$ cat config.mk
export PLATFORM = sky130hd
export DESIGN_NAME = fu_mul_pipe_flat
export DESIGN_NICKNAME = d
export VERILOG_FILES = /design/src/rtl/fu_mul_pipe_pkg.sv /design/src/rtl/fu_mul_pipe_if.sv /design/src/rtl/fu_mul_pipe_mul_core.sv /design/src/rtl/fu_mul_pipe.sv /design/src/flat_wrapper.sv
export SDC_FILE = /design/constraint.sdc
export NUM_CORES = 2
export LEC_CHECK = 0
export ABC_AREA = 1
export BUFFER_PORTS_ARGS = -buffer_cell sky130_fd_sc_hd__buf_2
export CORE_AREA = 3 3 384 424
export CTS_BUF_LIST = sky130_fd_sc_hd__clkbuf_8
export CTS_CLUSTER_DIAMETER = 40
export DETAILED_ROUTE_END_ITERATION = 8
export DIE_AREA = 0 0 387 427
export PLACE_DENSITY = 0.65
export SLEW_MARGIN = 20
export SYNTH_ARGS = -nofsm -noshare
export SYNTH_HDL_FRONTEND = slang
export SYNTH_SLANG_ARGS = --single-unit
$ cat constraint.sdc
create_clock -name clk -period 7.9 [get_ports clk]
set_input_delay 0.395 -clock clk [delete_from_list [all_inputs] [get_ports clk]]
set_output_delay 0.395 -clock clk [all_outputs]
set_load 0.005 [all_outputs]
$ cat src/rtl/fu_mul_pipe_pkg.sv
// fu_mul_pipe_pkg: shared types, multiply opcodes and CDB packing for the pipelined multiplier
package fu_mul_pipe_pkg;
  localparam int MUL_LATENCY_DEFAULT = 3;
  typedef enum logic [2:0] {
    MUL    = 3'b000,
    MULH   = 3'b001,
    MULHSU = 3'b010,
    MULHU  = 3'b011
  } mul_op_e;
  typedef struct packed {
    logic [31:0] vj;
    logic [31:0] vk;
    logic [2:0]  funct3;
    logic [4:0]  fi;
    logic [4:0]  fj;
    logic [4:0]  fk;
    logic [31:0] pc;
    logic [31:0] inst;
    logic [63:0] order;
  } fu_status_t;
  typedef struct packed {
    logic        valid;
    logic [63:0] order;
    logic [31:0] inst;
    logic [4:0]  rd;
    logic [31:0] data;
    logic [4:0]  rs1_addr;
    logic [4:0]  rs2_addr;
    logic [31:0] rs1_rdata;
    logic [31:0] rs2_rdata;
    logic [31:0] pc;
    logic [31:0] pc_wdata;
    logic [31:0] mem_addr;
    logic [3:0]  mem_rmask;
    logic [3:0]  mem_wmask;
    logic [31:0] mem_rdata;
    logic [31:0] mem_wdata;
  } cdb_data_t;
  function automatic cdb_data_t to_cdb(input fu_status_t s, input logic [63:0] p);
    cdb_data_t c;
    c = '0;
    c.valid = 1'b1;
    c.order = s.order;
    c.inst = s.inst;
    c.rd = s.fi;
    c.data = (s.funct3 == MUL) ? p[31:0] : p[63:32];
    c.rs1_addr = s.fj;
    c.rs2_addr = s.fk;
    c.rs1_rdata = s.vj;
    c.rs2_rdata = s.vk;
    c.pc = s.pc;
    c.pc_wdata = s.pc + 32'd4;
    return c;
  endfunction
endpackage

$ cat src/rtl/fu_mul_pipe_if.sv
// fu_mul_pipe_if: issue/complete handshake bundle between scoreboard, multiplier and CDB arbiter
interface fu_mul_pipe_if #(
  parameter int LATENCY = fu_mul_pipe_pkg::MUL_LATENCY_DEFAULT
);
  import fu_mul_pipe_pkg::*;
  logic                               flush;
  logic                               issue_valid;
  logic                               issue_ready;
  fu_status_t                         issue_data;
  logic                               complete_valid;
  logic                               complete_ready;
  cdb_data_t                          complete_data;
  logic                               exec_busy;
  logic [$clog2(LATENCY+1)-1:0]       in_flight;
  modport master (
    output flush, issue_valid, issue_data, complete_ready,
    input  issue_ready, complete_valid, complete_data, exec_busy, in_flight
  );
  modport slave (
    input  flush, issue_valid, issue_data, complete_ready,
    output issue_ready, complete_valid, complete_data, exec_busy, in_flight
  );
endinterface

$ cat src/rtl/fu_mul_pipe_mul_core.sv
// mul_core: combinational 32x32->64 multiply with funct3-selected operand signedness
module mul_core
  import fu_mul_pipe_pkg::*;
(
  input  logic [31:0] a,
  input  logic [31:0] b,
  input  logic [2:0]  funct3,
  output logic [63:0] product
);
  logic        a_signed;
  logic        b_signed;
  logic [63:0] a_ext;
  logic [63:0] b_ext;
  always_comb begin
    a_signed = !funct3[2] && funct3 != MULHU;
    b_signed = funct3 == MUL || funct3 == MULH;
    a_ext = {{32{a_signed && a[31]}}, a};
    b_ext = {{32{b_signed && b[31]}}, b};
    product = a_ext * b_ext;
  end
endmodule

$ cat src/rtl/fu_mul_pipe.sv
// fu_mul_pipe: fully pipelined RV32M multiplier unit with CDB backpressure and occupancy report
module fu_mul_pipe
  import fu_mul_pipe_pkg::*;
#(
  parameter int LATENCY = MUL_LATENCY_DEFAULT
) (
  input logic         clk,
  input logic         rst,
  fu_mul_pipe_if.slave fu
);
  localparam int CW = $clog2(LATENCY + 1);
  logic [63:0]        product;
  logic [LATENCY-1:0] valid_v;
  fu_status_t         stat_v [LATENCY];
  logic [63:0]        prod_v [LATENCY];
  logic               advance;
  logic               accept;
  mul_core u_core (
    .a      (fu.issue_data.vj),
    .b      (fu.issue_data.vk),
    .funct3 (fu.issue_data.funct3),
    .product(product)
  );
  assign advance = !valid_v[LATENCY-1] || fu.complete_ready;
  assign accept = fu.issue_valid && advance && !fu.flush;
  for (genvar i = 0; i < LATENCY; i++) begin : g_stage
    logic        valid_d, valid_q, in_valid;
    fu_status_t  stat_d, stat_q, in_stat;
    logic [63:0] prod_d, prod_q, in_prod;
    if (i == 0) begin : g_head
      assign in_valid = accept;
      assign in_stat = accept ? fu.issue_data : '0;
      assign in_prod = accept ? product : '0;
    end else begin : g_body
      assign in_valid = valid_v[i-1];
      assign in_stat = stat_v[i-1];
      assign in_prod = prod_v[i-1];
    end
    always_comb begin
      valid_d = fu.flush ? 1'b0 : advance ? in_valid : valid_q;
      stat_d = fu.flush ? '0 : advance ? in_stat : stat_q;
      prod_d = fu.flush ? '0 : advance ? in_prod : prod_q;
    end
    always_ff @(posedge clk) begin
      if (rst) begin
        valid_q <= 1'b0;
        stat_q <= '0;
        prod_q <= '0;
      end else begin
        valid_q <= valid_d;
        stat_q <= stat_d;
        prod_q <= prod_d;
      end
    end
    assign valid_v[i] = valid_q;
    assign stat_v[i] = stat_q;
    assign prod_v[i] = prod_q;
  end
  assign fu.issue_ready = advance;
  assign fu.complete_valid = valid_v[LATENCY-1];
  assign fu.complete_data = valid_v[LATENCY-1] ? to_cdb(stat_v[LATENCY-1], prod_v[LATENCY-1]) : '0;
  assign fu.exec_busy = |valid_v;
  assign fu.in_flight = CW'($countones(valid_v));
endmodule

$ cat src/flat_wrapper.sv
// flat-port wrapper written by rule: the top's interface ports become plain ports
module fu_mul_pipe_flat import fu_mul_pipe_pkg::*;
#(
  parameter int LATENCY = MUL_LATENCY_DEFAULT
)
  (clk, rst, fu_flush, fu_issue_valid, fu_issue_data, fu_complete_ready, fu_issue_ready, fu_complete_valid, fu_complete_data, fu_exec_busy, fu_in_flight);
  fu_mul_pipe_if #(.LATENCY(LATENCY)) fu_i ();
  input logic clk;
  input logic rst;
  input wire logic [$bits(fu_i.flush)-1:0] fu_flush;
  input wire logic [$bits(fu_i.issue_valid)-1:0] fu_issue_valid;
  input wire logic [$bits(fu_i.issue_data)-1:0] fu_issue_data;
  input wire logic [$bits(fu_i.complete_ready)-1:0] fu_complete_ready;
  output wire logic [$bits(fu_i.issue_ready)-1:0] fu_issue_ready;
  output wire logic [$bits(fu_i.complete_valid)-1:0] fu_complete_valid;
  output wire logic [$bits(fu_i.complete_data)-1:0] fu_complete_data;
  output wire logic [$bits(fu_i.exec_busy)-1:0] fu_exec_busy;
  output wire logic [$bits(fu_i.in_flight)-1:0] fu_in_flight;
  assign fu_i.flush = fu_flush;
  assign fu_i.issue_valid = fu_issue_valid;
  assign fu_i.issue_data = fu_issue_data;
  assign fu_i.complete_ready = fu_complete_ready;
  assign fu_issue_ready = fu_i.issue_ready;
  assign fu_complete_valid = fu_i.complete_valid;
  assign fu_complete_data = fu_i.complete_data;
  assign fu_exec_busy = fu_i.exec_busy;
  assign fu_in_flight = fu_i.in_flight;
  fu_mul_pipe #(.LATENCY(LATENCY)) u_core (.clk(clk), .rst(rst), .fu(fu_i));
endmodule
==> impl_metrics.env <==
export IMPL_status="finished clean"
export IMPL_drive_gt1_share_pct=11.1
export IMPL_post_synth_xor_area_fraction_pct=0.196
export IMPL_coreArea_um2=158000
export IMPL_fp_dieH_um=427
export IMPL_crit_path_start_kind="input port"
export IMPL_setup_viol=0
export IMPL_hp_class="in -> reg"
export IMPL_crit_top_cell="fa_1"
export IMPL_netlist_area_um2=71400
export IMPL_grt_max_degree=232
export IMPL_cp_max_fo=9
export IMPL_yosys_warnings=0
export IMPL_synth_edf_count=0
export IMPL_fillers=15300
export IMPL_die_w_um=387
export IMPL_synth_compound_area_share_pct=7.68
export IMPL_worstSetupEndpointType="flop"
export IMPL_place_congestion=0.950
export IMPL_hp_start="fu_issue_data[172]"
export IMPL_synth_fa_ha_area_share_pct=35.3
export IMPL_drcViolationCount=0
export IMPL_avgSynthCellArea_um2=7.59
export IMPL_maxSlewHeadroom_pct=16.0
export IMPL_num_vias=61300
export IMPL_numCtsBuffers=134
export IMPL_synth_distinct_cells=50
export IMPL_drtIter0Drc=4245
export IMPL_most_common_layout_cells="3120 x nand2_1, 1882 x inv_1, 1125 x fa_1"
export IMPL_antenna_left=0
export IMPL_synth_seq_cells=825
export IMPL_min_period_ns=7.51
export IMPL_area_delta_synth_final_pct=14.1
export IMPL_async_reset_ff_share_pct=0
export IMPL_worstReg2RegStart="u_core.fu.complete_valid"
export IMPL_io_buffers=491
export IMPL_final_core_util_pct=51.5
export IMPL_grt_overflow_total=0
export IMPL_final_hold_violation_count=0
export IMPL_worst_ep_required_time_ns=8.64
export IMPL_synth_seq_area_share_pct=23.1
export IMPL_clk_path_buf_depth=3
export IMPL_via_per_inst=5.02
export IMPL_slowest_delay_ns=0.68
export IMPL_die_area_um2=165000
export IMPL_wire_per_inst_um=18.0
export IMPL_rrSetupSlack_ns=3.35
export IMPL_reg2reg_to="u_core.g_stage[0].stat_q[48]"
export IMPL_max_slew_worst_pin_slew_ns=1.26
export IMPL_clk_pin_slew_ns=0.06
export IMPL_cts_sinks=825
export IMPL_drv_slew=0
export IMPL_layout_nets=11600
export IMPL_clk_latency_ns=0.84
export IMPL_cp_top_family="adder cells"
export IMPL_start_util_pct=45.1
export IMPL_final_common_cell="nand2_1"
export IMPL_maxCapViolations=0
export IMPL_grt_use_total_pct=26.6
export IMPL_worst_path_buf_inv=11
export IMPL_fin_skew_ns=0.0547
export IMPL_reg2reg_depth=10
export IMPL_dpl_hpwl_um=172000
export IMPL_min_period_over_period_pct=95.1
export IMPL_seq_area_um2=16500
export IMPL_grt_pass1_vias=62900
export IMPL_hold_end="u_core.g_stage[0].stat_q[172]"
export IMPL_synth_flop_cell="dfxtp_1"
export IMPL_drt_total_wl_um=220000
export IMPL_netlist_instances=9406
export IMPL_hold_depth=3
export IMPL_h_tree_depth=4
export IMPL_grt_first_pass_wirelength_um=347000
export IMPL_cts_tree="built"
export IMPL_yosys_mux_area_fraction_pct=0
export IMPL_cts_root_buf="clkbuf_8"
export IMPL_cpMaxStageDelayCell="fa_1"
export IMPL_ioPinCount=596
export IMPL_crit_type="in -> reg"
export IMPL_row_count=153
export IMPL_rsz0062_at_grt="false"
export IMPL_antenna_found_initial=22
export IMPL_drt_pass1_iterations=6
export IMPL_multiInputGateArea_um2=45400
export IMPL_synth_top_family_by_area="adder cells"
export IMPL_critical_path_arrival_ns=8.25
export IMPL_synth_simple_area_share_pct=19.8
export IMPL_fmax_mhz=133
## state kept, by name, indices dropped and copies added, names as in the netlist
register and flops:
u_core.g_stage.valid_q 2, u_core.g_stage.prod_q 192, u_core.fu.complete_valid 1, u_core.g_stage.stat_q 630
## through the flow
| step | std cells | TNS, ns | setup WS (ns) | instance area, um^2 | hold WS (ns) |
|---|---|---|---|---|---|
| floorplan | 9509 | 0 | 0.142 | 71800 | 0.440 |
| global placement | 11800 | -0.0823 | -0.0787 | 77000 | 0.446 |
| detailed placement | 11800 | -0.131 | -0.0633 | 77000 | 0.450 |
| CTS | 12200 | 0 | 0.424 | 81400 | 0.00589 |
| global route | 12200 | 0 | 0.0243 | 81500 | 0.0903 |
| finish | 12200 | 0 | 0.386 | 81500 | 0.132 |
## kinds of logic after synthesis
| kind of cell | Yosys count |
|---|---|
| AOI/OAI and AO/OA | 1073 |
| buffers and inverters | 2524 |
| DFF | 825 |
| adders and majority gates | 1339 |
| and+or+nand+nor | 3628 |
| other | 1 |
| xor gates and xnor gates | 16 |
## how the worst max path moves through the flow
stage	start	to	slack, ns	depth (start not counted)
3_5_place_dp	fu_issue_data[144]	u_core.g_stage[0].prod_q[57]	-0.06	32
5_1_grt	fu_issue_data[143]	u_core.g_stage[0].prod_q[63]	0.02	34
3_3_place_gp	fu_issue_data[144]	u_core.g_stage[0].prod_q[63]	-0.08	37
2_1_floorplan	fu_issue_data[209]	u_core.g_stage[0].prod_q[55]	0.14	29
4_1_cts	fu_issue_data[143]	u_core.g_stage[0].prod_q[57]	0.42	33
6_report	fu_issue_data[143]	u_core.g_stage[0].prod_q[57]	0.39	31
## timing repair
| item | CTS | global route |
|---|---|---|
| hold buffers | 164 | 0 |
| resized for setup | 0 | 4 |
| hold endpoints to repair | 164 | 0 |
| buffers inserted | 0 | 1 |
| endpoints found under the setup margin | 0 | 7 |
## worst min-delay path, stage by stage
cell     delay [ns]
buf_2          0.30
nand2_1        0.15
a21oi_1        0.06
## cells in the mapped netlist, types with 24 or more instances
| cell | instances | area (um^2) |
|---|---|---|
| nand2_1 | 3120 | 11700 |
| inv_1 | 1843 | 6920 |
| fa_1 | 1126 | 22500 |
| a21oi_1 | 917 | 4590 |
| dfxtp_1 | 825 | 16500 |
| clkbuf_1 | 498 | 1870 |
| nor2_1 | 274 | 1030 |
| ha_1 | 213 | 2670 |
| nand3_1 | 108 | 541 |
| buf_4 | 107 | 803 |
| o21ai_0 | 107 | 536 |
| buf_2 | 47 | 235 |
| nor3_1 | 31 | 155 |
| nand4_1 | 27 | 169 |
| or2_2 | 24 | 150 |
## metal layers
| metal | vias up | routed length (um) | track usage [%] |
|---|---|---|---|
| met3 | 479 | 13400 | 4.08 |
| li1 | 28600 | - | - |
| met1 | 30200 | 87700 | 32.5 |
| met4 | 6 | 10200 | 11.8 |
| met5 | - | 44 | 0 |
| met2 | 1977 | 108000 | 46.5 |
## cell type report
cell class / count / share of cell area, %
multi-input combinational: 6160 / 55.7
sequential: 825 / 20.3
timing repair buffer: 1027 / 8.87
inverter: 1849 / 8.53
tap: 2092 / 3.21
clock buffer: 165 / 2.79
clock inverter: 70 / 0.556
antenna: 17 / 0.0522
Power is left out: the tool's default activity adds up to more than one toggle a clock period on the data nets, which glitch-free logic cannot reach.
